### src/rtl/tft_pkg.sv
// Shared types and default timing for the TFT timing generator: power states,
// test-pattern encodings and the 480x272 panel timing.
package tft_pkg;

  typedef enum logic [1:0] {
    PWR_OFF  = 2'd0,
    PWR_VDD  = 2'd1,
    PWR_DISP = 2'd2,
    PWR_RUN  = 2'd3
  } pwr_state_e;

  localparam logic [1:0] PAT_PASS  = 2'd0;
  localparam logic [1:0] PAT_WHITE = 2'd1;
  localparam logic [1:0] PAT_BARS  = 2'd2;
  localparam logic [1:0] PAT_GRAD  = 2'd3;

  localparam int DEF_H_ACTIVE = 480;
  localparam int DEF_H_FRONT  = 2;
  localparam int DEF_H_SYNC   = 41;
  localparam int DEF_H_BACK   = 2;
  localparam int DEF_V_ACTIVE = 272;
  localparam int DEF_V_FRONT  = 2;
  localparam int DEF_V_SYNC   = 10;
  localparam int DEF_V_BACK   = 4;

endpackage

### src/rtl/tft_timing_gen_if.sv
// Panel-side pin bundle of the TFT timing generator.
// tft_data_ena is a valid qualifier for tft_red/green/blue; the panel has no ready.
interface tft_timing_gen_if #(
  parameter int COLOR_W = 8
);
  logic               tft_data_ena;
  logic               tft_hsync;
  logic               tft_vsync;
  logic [COLOR_W-1:0] tft_red;
  logic [COLOR_W-1:0] tft_green;
  logic [COLOR_W-1:0] tft_blue;
  logic               tft_vdd;
  logic               tft_display;
  logic               tft_backlight;

  modport master (
    output tft_data_ena, tft_hsync, tft_vsync, tft_red, tft_green, tft_blue,
    output tft_vdd, tft_display, tft_backlight
  );

  modport slave (
    input tft_data_ena, tft_hsync, tft_vsync, tft_red, tft_green, tft_blue,
    input tft_vdd, tft_display, tft_backlight
  );
endinterface

### src/rtl/tft_backlight_pwm.sv
// Backlight PWM: 32-bit prescaler steps an 8-bit ramp, compared against duty,
// output gated by the RUN power state.
module tft_backlight_pwm (
  input  logic        clk_i,
  input  logic        rst_i,
  input  logic        run_i,
  input  logic [31:0] freq_div_i,
  input  logic [7:0]  duty_i,
  output logic        backlight_o
);
  logic [31:0] presc_q, presc_d;
  logic [7:0]  cnt_q, cnt_d;
  logic        wrap;

  // >= so a lowered terminal count wraps at once instead of running to 2^32
  always_comb begin
    wrap    = (presc_q >= freq_div_i);
    presc_d = wrap ? '0 : presc_q + 32'd1;
    cnt_d   = wrap ? cnt_q + 8'd1 : cnt_q;
  end

  always_ff @(posedge clk_i) begin
    if (rst_i) begin
      presc_q <= '0;
      cnt_q   <= '0;
    end else begin
      presc_q <= presc_d;
      cnt_q   <= cnt_d;
    end
  end

  assign backlight_o = run_i && (cnt_q < duty_i);
endmodule

### src/rtl/tft_timing_gen.sv
// TFT timing generator: x/y scan, registered DE/sync/RGB, power sequencing and
// backlight PWM. Define TFT_TEST_PATTERN_EN to build the internal test patterns.
module tft_timing_gen
  import tft_pkg::*;
#(
  parameter int H_ACTIVE   = DEF_H_ACTIVE,
  parameter int H_FRONT    = DEF_H_FRONT,
  parameter int H_SYNC     = DEF_H_SYNC,
  parameter int H_BACK     = DEF_H_BACK,
  parameter int V_ACTIVE   = DEF_V_ACTIVE,
  parameter int V_FRONT    = DEF_V_FRONT,
  parameter int V_SYNC     = DEF_V_SYNC,
  parameter int V_BACK     = DEF_V_BACK,
  parameter int COLOR_W    = 8,
  parameter int PWR_FRAMES = 2,
  localparam int H_TOTAL   = H_ACTIVE + H_FRONT + H_SYNC + H_BACK,
  localparam int V_TOTAL   = V_ACTIVE + V_FRONT + V_SYNC + V_BACK,
  localparam int XW        = $clog2(H_TOTAL),
  localparam int YW        = $clog2(V_TOTAL)
) (
  input  logic               tft_clk,
  input  logic               rst,
  input  logic               enable,
  input  logic [31:0]        frequency_division,
  input  logic [7:0]         duty_cycle,
  input  logic [1:0]         pattern_sel,
  input  logic [COLOR_W-1:0] pix_red,
  input  logic [COLOR_W-1:0] pix_green,
  input  logic [COLOR_W-1:0] pix_blue,
  output logic [XW-1:0]      x,
  output logic [YW-1:0]      y,
  output logic               new_frame,
  output pwr_state_e         pwr_state_o,
  tft_timing_gen_if.master   pins
);
  localparam logic [XW-1:0] H_LAST = XW'(H_TOTAL - 1);
  localparam logic [XW-1:0] H_ACT  = XW'(H_ACTIVE);
  localparam logic [XW-1:0] HS_BEG = XW'(H_ACTIVE + H_FRONT);
  localparam logic [XW-1:0] HS_END = XW'(H_ACTIVE + H_FRONT + H_SYNC);
  localparam logic [YW-1:0] V_LAST = YW'(V_TOTAL - 1);
  localparam logic [YW-1:0] V_ACT  = YW'(V_ACTIVE);
  localparam logic [YW-1:0] VS_BEG = YW'(V_ACTIVE + V_FRONT);
  localparam logic [YW-1:0] VS_END = YW'(V_ACTIVE + V_FRONT + V_SYNC);
  localparam int            FW       = $clog2(PWR_FRAMES) + 1;
  localparam logic [FW-1:0] PWR_LAST = FW'(PWR_FRAMES - 1);

  pwr_state_e         state_q, state_d;
  logic [FW-1:0]      frm_q, frm_d;
  logic [XW-1:0]      x_q, x_d;
  logic [YW-1:0]      y_q, y_d;
  logic               scan_en, rgb_en, line_end, frame_end, de, hs_n, vs_n;
  logic [COLOR_W-1:0] src_r, src_g, src_b;
  logic               de_q, hs_q, vs_q, backlight;
  logic [COLOR_W-1:0] red_q, green_q, blue_q;

  // Dropping enable takes effect on the very next edge, so gate with it here too
  always_comb begin
    scan_en   = (state_q != PWR_OFF) && enable;
    rgb_en    = (state_q == PWR_RUN) && enable;
    line_end  = (x_q == H_LAST);
    frame_end = line_end && (y_q == V_LAST);
    de        = (x_q < H_ACT) && (y_q < V_ACT);
    hs_n      = !((x_q >= HS_BEG) && (x_q < HS_END));
    vs_n      = !((y_q >= VS_BEG) && (y_q < VS_END));
    x_d       = '0;
    y_d       = '0;
    if (scan_en) begin
      x_d = line_end ? '0 : x_q + 1'b1;
      y_d = y_q;
      if (line_end) y_d = (y_q == V_LAST) ? '0 : y_q + 1'b1;
    end
  end

  always_comb begin
    state_d = state_q;
    frm_d   = frm_q;
    if (!enable) begin
      state_d = PWR_OFF;
      frm_d   = '0;
    end else begin
      case (state_q)
        PWR_OFF: begin
          state_d = PWR_VDD;
          frm_d   = '0;
        end
        PWR_VDD, PWR_DISP: begin
          if (frame_end) begin
            if (frm_q == PWR_LAST) begin
              frm_d   = '0;
              state_d = (state_q == PWR_VDD) ? PWR_DISP : PWR_RUN;
            end else begin
              frm_d = frm_q + 1'b1;
            end
          end
        end
        PWR_RUN: ;
        default: state_d = PWR_OFF;
      endcase
    end
  end

  always_ff @(posedge tft_clk) begin
    if (rst) begin
      state_q <= PWR_OFF;
      frm_q   <= '0;
      x_q     <= '0;
      y_q     <= '0;
    end else begin
      state_q <= state_d;
      frm_q   <= frm_d;
      x_q     <= x_d;
      y_q     <= y_d;
    end
  end

`ifdef TFT_TEST_PATTERN_EN
  localparam logic [XW-1:0] BAR_DIV = XW'((H_ACTIVE / 8 > 0) ? H_ACTIVE / 8 : 1);
  logic [2:0] bar;

  always_comb begin
    bar   = 3'(x_q / BAR_DIV);
    src_r = pix_red;
    src_g = pix_green;
    src_b = pix_blue;
    case (pattern_sel)
      PAT_WHITE: begin
        src_r = '1;
        src_g = '1;
        src_b = '1;
      end
      PAT_BARS: begin
        src_r = {COLOR_W{bar[2]}};
        src_g = {COLOR_W{bar[1]}};
        src_b = {COLOR_W{bar[0]}};
      end
      PAT_GRAD: begin
        src_r = COLOR_W'(x_q);
        src_g = COLOR_W'(y_q);
        src_b = '0;
      end
      default: ;
    endcase
  end
`else
  logic unused_pattern_sel;
  assign unused_pattern_sel = ^pattern_sel;

  always_comb begin
    src_r = pix_red;
    src_g = pix_green;
    src_b = pix_blue;
  end
`endif

  // Everything registered from this cycle's x/y so DE, syncs and RGB stay aligned
  always_ff @(posedge tft_clk) begin
    if (rst) begin
      de_q    <= 1'b0;
      hs_q    <= 1'b1;
      vs_q    <= 1'b1;
      red_q   <= '0;
      green_q <= '0;
      blue_q  <= '0;
    end else begin
      de_q    <= rgb_en && de;
      hs_q    <= hs_n || !scan_en;
      vs_q    <= vs_n || !scan_en;
      red_q   <= (rgb_en && de) ? src_r : '0;
      green_q <= (rgb_en && de) ? src_g : '0;
      blue_q  <= (rgb_en && de) ? src_b : '0;
    end
  end

  tft_backlight_pwm u_pwm (
    .clk_i       (tft_clk),
    .rst_i       (rst),
    .run_i       (state_q == PWR_RUN),
    .freq_div_i  (frequency_division),
    .duty_i      (duty_cycle),
    .backlight_o (backlight)
  );

  assign x                  = x_q;
  assign y                  = y_q;
  assign new_frame          = frame_end;
  assign pwr_state_o        = state_q;
  assign pins.tft_data_ena  = de_q;
  assign pins.tft_hsync     = hs_q;
  assign pins.tft_vsync     = vs_q;
  assign pins.tft_red       = red_q;
  assign pins.tft_green     = green_q;
  assign pins.tft_blue      = blue_q;
  assign pins.tft_vdd       = (state_q != PWR_OFF);
  assign pins.tft_display   = (state_q == PWR_DISP) || (state_q == PWR_RUN);
  assign pins.tft_backlight = backlight;
endmodule

### src/flat_wrapper.sv
// flat-port wrapper written by rule: the top's interface ports become plain ports
module tft_timing_gen_flat import tft_pkg::*;
#(
  parameter int H_ACTIVE   = DEF_H_ACTIVE,
  parameter int H_FRONT    = DEF_H_FRONT,
  parameter int H_SYNC     = DEF_H_SYNC,
  parameter int H_BACK     = DEF_H_BACK,
  parameter int V_ACTIVE   = DEF_V_ACTIVE,
  parameter int V_FRONT    = DEF_V_FRONT,
  parameter int V_SYNC     = DEF_V_SYNC,
  parameter int V_BACK     = DEF_V_BACK,
  parameter int COLOR_W    = 8,
  parameter int PWR_FRAMES = 2,
  localparam int H_TOTAL   = H_ACTIVE + H_FRONT + H_SYNC + H_BACK,
  localparam int V_TOTAL   = V_ACTIVE + V_FRONT + V_SYNC + V_BACK,
  localparam int XW        = $clog2(H_TOTAL),
  localparam int YW        = $clog2(V_TOTAL)
)
  (tft_clk, rst, enable, frequency_division, duty_cycle, pattern_sel, pix_red, pix_green, pix_blue, x, y, new_frame, pwr_state_o, pins_tft_data_ena, pins_tft_hsync, pins_tft_vsync, pins_tft_red, pins_tft_green, pins_tft_blue, pins_tft_vdd, pins_tft_display, pins_tft_backlight);
  tft_timing_gen_if #(.COLOR_W(COLOR_W)) pins_i ();
  input  logic tft_clk;
  input  logic rst;
  input  logic enable;
  input  logic [31:0] frequency_division;
  input  logic [7:0] duty_cycle;
  input  logic [1:0] pattern_sel;
  input  logic [COLOR_W-1:0] pix_red;
  input  logic [COLOR_W-1:0] pix_green;
  input  logic [COLOR_W-1:0] pix_blue;
  output logic [XW-1:0] x;
  output logic [YW-1:0] y;
  output logic new_frame;
  output pwr_state_e pwr_state_o;
  output wire logic [$bits(pins_i.tft_data_ena)-1:0] pins_tft_data_ena;
  output wire logic [$bits(pins_i.tft_hsync)-1:0] pins_tft_hsync;
  output wire logic [$bits(pins_i.tft_vsync)-1:0] pins_tft_vsync;
  output wire logic [$bits(pins_i.tft_red)-1:0] pins_tft_red;
  output wire logic [$bits(pins_i.tft_green)-1:0] pins_tft_green;
  output wire logic [$bits(pins_i.tft_blue)-1:0] pins_tft_blue;
  output wire logic [$bits(pins_i.tft_vdd)-1:0] pins_tft_vdd;
  output wire logic [$bits(pins_i.tft_display)-1:0] pins_tft_display;
  output wire logic [$bits(pins_i.tft_backlight)-1:0] pins_tft_backlight;
  assign pins_tft_data_ena = pins_i.tft_data_ena;
  assign pins_tft_hsync = pins_i.tft_hsync;
  assign pins_tft_vsync = pins_i.tft_vsync;
  assign pins_tft_red = pins_i.tft_red;
  assign pins_tft_green = pins_i.tft_green;
  assign pins_tft_blue = pins_i.tft_blue;
  assign pins_tft_vdd = pins_i.tft_vdd;
  assign pins_tft_display = pins_i.tft_display;
  assign pins_tft_backlight = pins_i.tft_backlight;
  tft_timing_gen #(.H_ACTIVE(H_ACTIVE), .H_FRONT(H_FRONT), .H_SYNC(H_SYNC), .H_BACK(H_BACK), .V_ACTIVE(V_ACTIVE), .V_FRONT(V_FRONT), .V_SYNC(V_SYNC), .V_BACK(V_BACK), .COLOR_W(COLOR_W), .PWR_FRAMES(PWR_FRAMES)) u_core (.tft_clk(tft_clk), .rst(rst), .enable(enable), .frequency_division(frequency_division), .duty_cycle(duty_cycle), .pattern_sel(pattern_sel), .pix_red(pix_red), .pix_green(pix_green), .pix_blue(pix_blue), .x(x), .y(y), .new_frame(new_frame), .pwr_state_o(pwr_state_o), .pins(pins_i));
endmodule
### config.mk
export PLATFORM = sky130hd
export DESIGN_NAME = tft_timing_gen_flat
export DESIGN_NICKNAME = d
export VERILOG_FILES = /design/src/rtl/tft_pkg.sv /design/src/rtl/tft_timing_gen_if.sv /design/src/rtl/tft_backlight_pwm.sv /design/src/rtl/tft_timing_gen.sv /design/src/flat_wrapper.sv
export SDC_FILE = /design/constraint.sdc
export NUM_CORES = 1
export LEC_CHECK = 0
export CAP_MARGIN = 30
export CORE_MARGIN = 3
export CORE_UTILIZATION = 49
export DETAILED_ROUTE_END_ITERATION = 7
export GPL_ROUTABILITY_DRIVEN = 0
export PLACE_DENSITY = 0.77
export SETUP_SLACK_MARGIN = 0.3
export SKIP_CTS_REPAIR_TIMING = 1
export SYNTH_ARGS = -nofsm -noshare
export SYNTH_HDL_FRONTEND = slang
export SYNTH_SLANG_ARGS = --single-unit
### constraint.sdc
create_clock -name tft_clk -period 3.2 [get_ports tft_clk]
set_input_delay 0.48 -clock tft_clk [delete_from_list [all_inputs] [get_ports tft_clk]]
set_output_delay 0.48 -clock tft_clk [all_outputs]
set_load 0.05 [all_outputs]
==> results of run 1 <==
-- power breakdown --
group | leakage [nW] | total (mW) | switching, mW | internal [mW]
Combinational | 1.82 | 0.174 | 0.0670 | 0.107
Sequential | 0.725 | 1.13 | 0.00623 | 1.12
Clock | 0.103 | 0.770 | 0.458 | 0.311
Total | 2.65 | 2.07 | 0.531 | 1.54
-- final cells by class --
| class | instances | area share |
|---|---|---|
| multi-input combinational | 385 | 0.425 |
| timing repair buffer | 125 | 0.198 |
| clock buffer | 9 | 0.0198 |
| clock inverter | 7 | 0.0130 |
| tap | 129 | 0.0258 |
| sequential | 90 | 0.288 |
| inverter | 49 | 0.0294 |
-- placed cells by master, fill, tap and decap left out, drive strengths merged, types with 2 or more instances in the layout --
master	synthesis	final
clkinv	0	4
nor4	5	5
nor3b	3	3
or2	2	2
xor2	24	24
and3	16	16
o21a	2	2
dfxtp	90	90
a211oi	2	2
mux2i	2	2
nand3	32	32
nor3	10	10
nand4	21	21
a21oi	13	13
xnor2	23	23
and3b	2	2
ha	50	50
clkdlybuf4s50	0	116
and2	26	26
nand3b	2	2
inv	49	52
o21ai	7	7
clkbuf	3	10
buf	3	8
a21o	5	5
nor2	73	73
or4	3	3
or3	2	2
nand2b	4	4
o22ai	6	6
nand2	25	25
mux2	6	6
nor2b	8	8
-- metrics by stage --
| step | hold slack (ns) | total power [mW] | instances | TNS (ns) | utilization |
|---|---|---|---|---|---|
| after floorplan | 0.450 | 1.23 | 530 | 0 | - |
| after global placement | 0.458 | 1.32 | 778 | 0 | 0.653 |
| after detailed placement | 0.466 | 1.33 | 778 | 0 | 0.653 |
| after CTS | 0.481 | 2.10 | 794 | -0.0595 | 0.676 |
| after global routing | 0.505 | 2.16 | 794 | 0 | 0.676 |
| final | 0.479 | 2.07 | 794 | 0 | 0.676 |
-- sequential cells by signal (all words and copies together) (netlist names) --
signal                    cells
u_core.u_pwm.presc_q         32
u_core.x                     10
u_core.y                      9
u_core.pins.tft_blue          8
u_core.pins.tft_green         8
u_core.pins.tft_red           8
u_core.u_pwm.cnt_q            8
u_core.frm_q                  2
u_core.pwr_state_o            2
u_core.pins.tft_data_ena      1
u_core.pins.tft_hsync         1
u_core.pins.tft_vsync         1
-- kinds of logic after synthesis --
kind of cell | synth area share
buffers and inverters | 0.0490
DFF | 0.385
xor gates and xnor gates | 0.0880
and+or+nand+nor | 0.264
muxes | 0.0187
adders and majority gates | 0.134
AOI/OAI and AO/OA | 0.0613
-- worst max path at each step --
stage                           startpoint                             endpoint  slack [ns]  cells past startpoint
finish                       duty_cycle[1]                   pins_tft_backlight        0.41                      9
global route                 duty_cycle[1]                   pins_tft_backlight        0.28                      9
CTS                 u_core.x[7]$_SDFF_PP0_                            new_frame       -0.06                      4
detailed placement  frequency_division[14]  u_core.u_pwm.presc_q[23]$_SDFF_PP0_        0.23                     11
global placement             duty_cycle[1]                   pins_tft_backlight        0.32                      9
floorplan                    duty_cycle[1]                   pins_tft_backlight        0.50                      7
-- routing by layer --
layer  up-vias  global-route usage  wire length (µm)
li1       2068                   -                 -
met1      1860               0.225              4340
met2       117               0.333              4970
met3        15              0.0561               684
met4         0              0.0617               151
met5         -                   0                 0
==> results.toml, run 1 <==
[worst_setup_path]
critical_path_class = "input pin to primary output"
path_cells = "clkdlybuf4s50_1 > inv_1 > ha_1 > a21o_1 > a21o_1 > a211oi_2 > o21bai_1 > a31oi_2 > buf_12"
cp_num_buf_inv = 3
crit_top_cell = "a21o_1"
crit_fanout = 1
start_kind = "input pin"
r2r-end = "u_core.u_pwm.presc_q[9]$_SDFF_PP0_"
crit_family = "compound AO/OA/AOI/OAI gates"
ff2ff_setup_slack_ns = 0.75
r2r_cells = 10
slowest_delay_ns = 0.45
required_ns = 2.72
rr_startpoint = "u_core.u_pwm.presc_q[0]$_SDFF_PP0_"
arrival_ns = 2.31
crit_path_top_delay_cell = "clkdlybuf4s50_1"
end_kind = "primary output"

[power]
peakVddDrop_mv = 0.264
power.leakage_nw = 2.65
p_per_area_nw_per_um2 = 332

[grt]
gr-total-overflow = 0
grt_pass1_vias = 3949
grt_max_degree = 26
grt_pass1_wl_um = 17400
antenna_found_initial = 0
grt_usage = 0.191

[sta]
max_slew.worst_pin.slew_ns = 0.739
fin_crit_sh = 0.873
fin_crit_ns = 2.79
rsz0062_at_grt = "false"
slew_viol_final = 0
finalSetupViolations = 0
slew_headroom = 0.503
worst_slack_ns = 0.407
clock.fmax_mhz = 358
skew_ns = 0.0152
hold_viol = 0

[synthesis]
yosysTopAreaCell = "dfxtp_1"
synth_common_cells = "dfxtp_1 (90), nor2_1 (72), ha_1 (50)"
syn-num-nets = 649
yosysTopAreaCellShare = 0.385
yosys-top-cells-area = "dfxtp_1 (39%), ha_1 (13%), nor2_1 (5.8%), xor2_1 (4.5%), xnor2_1 (4.3%)"
syn_avg_cell_area_um2 = 8.82
postSynth.asyncResetShare = 0
synthCells = 530
synth_cell_types = 48
synthesis.area_um2 = 4680
ys_ff_latch = 90
synthMostInstantiatedCell = "dfxtp_1"
ys_warn_count = 0
synth_enable_flop_cells = 0
ys_seq_area_frac = 0.385
synth-main-ff-cell = "dfxtp_1"

[hold_path]
worstHoldStart = "u_core.frm_q[1]$_SDFFE_PP0P_"
hold_path_class = "flop to flop"
hold_end = "u_core.frm_q[1]$_SDFFE_PP0P_"
hold-path-cell-count = 1

[drt]
viasPerCell = 5.11
drc = 0
post_drt_wl_per_cell_um = 12.8
first_iter_violations = 125
vias = 4060
wirelength_um = 10100
dr.pass1.iters = 6
drtAntennaViolNets = 0

[floorplanning]
pin_count = 121
initial_utilization = 0.506
fp.dieW_um = 104
rows = 35
core_um2 = 9240
die_y_um = 104
dieArea_um2 = 10800

[job]
max-cap-violations = 0

[clock_tree]
clock-root-buffer = "clkbuf_8"
htree_num_levels = 3
numCtsBuffers = 9
insertion_delay_ns = 0.37
clkSlewWorstSetupHoldPaths_ns = 0.10
clock-sinks = 90
cts_tree = "built"
clk_path_buf_depth = 2

[placed_design]
post-place-ws_ns = 0.231
port_buffers = 118
dp_hpwl_um = 8010
dpl_cell_area_um2 = 6040

[final_layout]
areaGrowthSynthToFinish_pct = 33.6
drive_gt1_frac = 0.0617
diodes = 0
final_nets = 779
final-seq-area_um2 = 1800
multi_input_area_um2 = 2660
post-route-cell-area_um2 = 6250
num-fill-cells = 738

[run_status]
status = "completed"
Note: power is estimated with default switching activity, not from simulation.
==> run 2, diff against run 1 <==
--- a/config.mk
+++ b/config.mk
@@ -11,8 +11,10 @@
 export DETAILED_ROUTE_END_ITERATION = 7
 export GPL_ROUTABILITY_DRIVEN = 0
 export PLACE_DENSITY = 0.77
+export REMOVE_ABC_BUFFERS = 1
 export SETUP_SLACK_MARGIN = 0.3
 export SKIP_CTS_REPAIR_TIMING = 1
 export SYNTH_ARGS = -nofsm -noshare
 export SYNTH_HDL_FRONTEND = slang
+export SYNTH_HIERARCHICAL = 1
 export SYNTH_SLANG_ARGS = --single-unit
==> constraint.sdc (replaced) <==
create_clock -name tft_clk -period 3.2 [get_ports tft_clk]
set_input_delay 0.48 -clock tft_clk [delete_from_list [all_inputs] [get_ports tft_clk]]
set_output_delay 0.48 -clock tft_clk [all_outputs]
set_load 0.02 [all_outputs]
==> run 2 against run 1 <==
Against the previous run:
- sequential share of layout area up 0.087 points
- utilization down 0.20 points
- combinational power down 4%
- first-iteration DRC count down 7.2%
- largest power group unchanged
- synthesized cell count up 1.7%
- final cell count up 0.13%
- clock-buffer cell count unchanged
- routed wire length up 2.8%
- clock power down 2.7%
- clock skew down 0.0046 ns
- hold slack worse by 0.0059 ns
- flip-flop and latch count unchanged
- critical path type unchanged
==> results.toml, run 2 <==
[worst_setup_path]
crit_path_top_delay_cell = "clkdlybuf4s50_1"
arrival_ns = 2.33
end_kind = "primary output"
r2r-end = "u_core/u_pwm/cnt_q[3]$_SDFFE_PP0P_"
rr_startpoint = "u_core/u_pwm/presc_q[15]$_SDFF_PP0_"
path_cells = "clkdlybuf4s50_1 > inv_1 > ha_1 > a21o_1 > a21o_1 > a21o_1 > a2111oi_2 > or2_4 > buf_6"
crit_family = "compound AO/OA/AOI/OAI gates"
path_depth = 9
critical_path_class = "input pin to primary output"
crit_fanout = 1
cp-endpoint = "pins_tft_backlight"
start_kind = "input pin"
crit_top_cell = "a21o_1"
cp-startpoint = "duty_cycle[2]"
ff2ff_setup_slack_ns = 0.73
required_ns = 2.72
cp_num_buf_inv = 3
slowest_delay_ns = 0.45
r2r_cells = 8

[synthesis]
yosys-top-cells-area = "dfxtp_1 (39%), ha_1 (13%), nor2_1 (5.4%), xnor2_1 (4.5%), inv_1 (4.3%)"
synthAdderAreaFrac = 0.128
ys_seq_area_frac = 0.385
synthMuxAreaShare = 0.00856
synthesis.area_um2 = 4680
synth_top_family_by_area = "simple AND/OR/NAND/NOR gates"
synth_common_cells = "dfxtp_1 (90), nor2_1 (67), inv_1 (53)"
synth_simple_gate_area_frac = 0.269
yosysTopAreaCellShare = 0.385
ys_warn_count = 6
synthCells = 539
synth-main-ff-cell = "dfxtp_1"
synth_cell_types = 50
yosysTopAreaCell = "dfxtp_1"
synth-compound-area-share = 0.0776
synth_enable_flop_cells = 0
syn_avg_cell_area_um2 = 8.68
postSynth.asyncResetShare = 0
ys_ff_latch = 90
synthMostInstantiatedCell = "dfxtp_1"
synth_xor_area_frac = 0.0787

[final_layout]
multi_input_area_um2 = 2640
largest_reg_flops = 32
layout_commonest_cell = "clkdlybuf4s50_1"
areaGrowthSynthToFinish_pct = 33.2
drive_gt1_frac = 0.0661
diodes = 0
regMostFlops = "u_core/u_pwm/presc_q"
final_nets = 778
fin_cells = 795
final-seq-area_um2 = 1800
num-fill-cells = 746
final_cell_mix = "clkdlybuf4s50_1 (116), dfxtp_1 (90), nor2_1 (67)"

[clock_tree]
clk_path_buf_depth = 2
cts_tree = "built"
clock-sinks = 90
htree_num_levels = 3
numCtsBuffers = 9
clock-root-buffer = "clkbuf_8"
insertion_delay_ns = 0.36
clkSlewWorstSetupHoldPaths_ns = 0.09

[sta]
clock.fmax_mhz = 356
hold_viol = 0
slew_headroom = 0.584
fin_crit_sh = 0.877
fin_tns_setup_ns = 0
fin_crit_ns = 2.81
max_slew.worst_pin.slew_ns = 0.618
slew_viol_final = 0
finalSetupViolations = 0
skew_ns = 0.0106
rsz0062_at_grt = "false"

[floorplanning]
dieArea_um2 = 10800
rows = 35
initial_utilization = 0.506
core_um2 = 9240
die_y_um = 104
fp.dieW_um = 104
pin_count = 121

[drt]
drc = 0
viasPerCell = 5.07
first_iter_violations = 116
dr.pass1.iters = 4
vias = 4028
post_drt_wl_per_cell_um = 13.1
wirelength_um = 10400
drtAntennaViolNets = 0

[placed_design]
port_buffers = 118
dp_hpwl_um = 8070
dp.cells = 779

[hold_path]
hold_path_class = "flop to flop"
hold-path-cell-count = 2

[power]
p_per_area_nw_per_um2 = 328
power.leakage_nw = 2.56
peakVddDrop_mv = 0.204

[grt]
grt_max_degree = 33
grt_pass1_vias = 4034
grt_pass1_wl_um = 18000
gr-total-overflow = 0
grt_usage = 0.195
antenna_found_initial = 0

[run_status]
status = "completed"

[job]
max-cap-violations = 0
==> run 2: cell count changes after synthesis, sizes merged, moves of 5 or more <==
cell	change
a21oi	+16
nand3	-16
nand2	+10
o21ai	+10
and3	-8
or3	+8
mux2	-6
nor2b	-6
o22ai	-6
xor2	-6
clkbuf	+5
nor2	-5
==> run 2: per-stage QoR <==
step           power, mW  instance area, µm²   util  hold slack (ns)  setup slack (ns)
2_1_floorplan       1.22                4630      -            0.433             0.411
4_1_cts             2.08                6210  0.672            0.472            -0.309
3_5_place_dp        1.32                6020  0.651            0.456            -0.305
5_1_grt             2.15                6230  0.674            0.481             0.294
3_3_place_gp        1.32                6020  0.651            0.441            -0.289
6_report            2.05                6230  0.674            0.473             0.392
==> run 2: per-layer routing <==
layer | share of wire | vias to the layer above | wire [µm] | track usage
li1 | - | 2071 | - | -
met1 | 0.41 | 1829 | 4290 | 0.219
met2 | 0.49 | 108 | 5110 | 0.343
met3 | 0.078 | 20 | 814 | 0.0729
met4 | 0.020 | 0 | 209 | 0.0646
met5 | 0 | - | 0 | 0
==> run 2: tightest hold or removal path: stages (launching register included) <==
cell     delay, ns
dfxtp_1       0.33
nand2_1       0.06
nor3_1        0.04
==> run 2: area by class of cell <==
cell class | count | share of cell area
inverters | 53 | 0.0319
repair buffers | 122 | 0.197
flip-flops and latches | 90 | 0.289
clock inverters | 7 | 0.0116
clock buffers | 9 | 0.0199
well taps | 129 | 0.0259
multi-input cells | 385 | 0.424
==> run 2: worst min path at each step <==
stage                                      start                      endpoint  slack [ns]
finish              u_core/frm_q[1]$_SDFFE_PP0P_  u_core/frm_q[1]$_SDFFE_PP0P_        0.47
global route        u_core/frm_q[1]$_SDFFE_PP0P_  u_core/frm_q[1]$_SDFFE_PP0P_        0.48
CTS                 u_core/frm_q[1]$_SDFFE_PP0P_  u_core/frm_q[1]$_SDFFE_PP0P_        0.47
detailed placement  u_core/frm_q[1]$_SDFFE_PP0P_  u_core/frm_q[1]$_SDFFE_PP0P_        0.46
global placement    u_core/frm_q[1]$_SDFFE_PP0P_  u_core/frm_q[1]$_SDFFE_PP0P_        0.44
floorplan           u_core/frm_q[1]$_SDFFE_PP0P_  u_core/frm_q[1]$_SDFFE_PP0P_        0.43
==> run 2: power breakdown <==
group	leakage, nW	internal (mW)	switching, mW	total (mW)
clock network	0.0966	0.305	0.444	0.749
registers	0.725	1.12	0.00573	1.13
logic	1.73	0.105	0.0622	0.167
total	2.56	1.53	0.512	2.05
==> run 2: cells by family after synthesis <==
logic type,Yosys count
AOI/OAI and AO/OA,63
and+or+nand+nor,228
buffers and inverters,64
muxes,4
adders and majority gates,48
DFF,90
xor gates and xnor gates,42
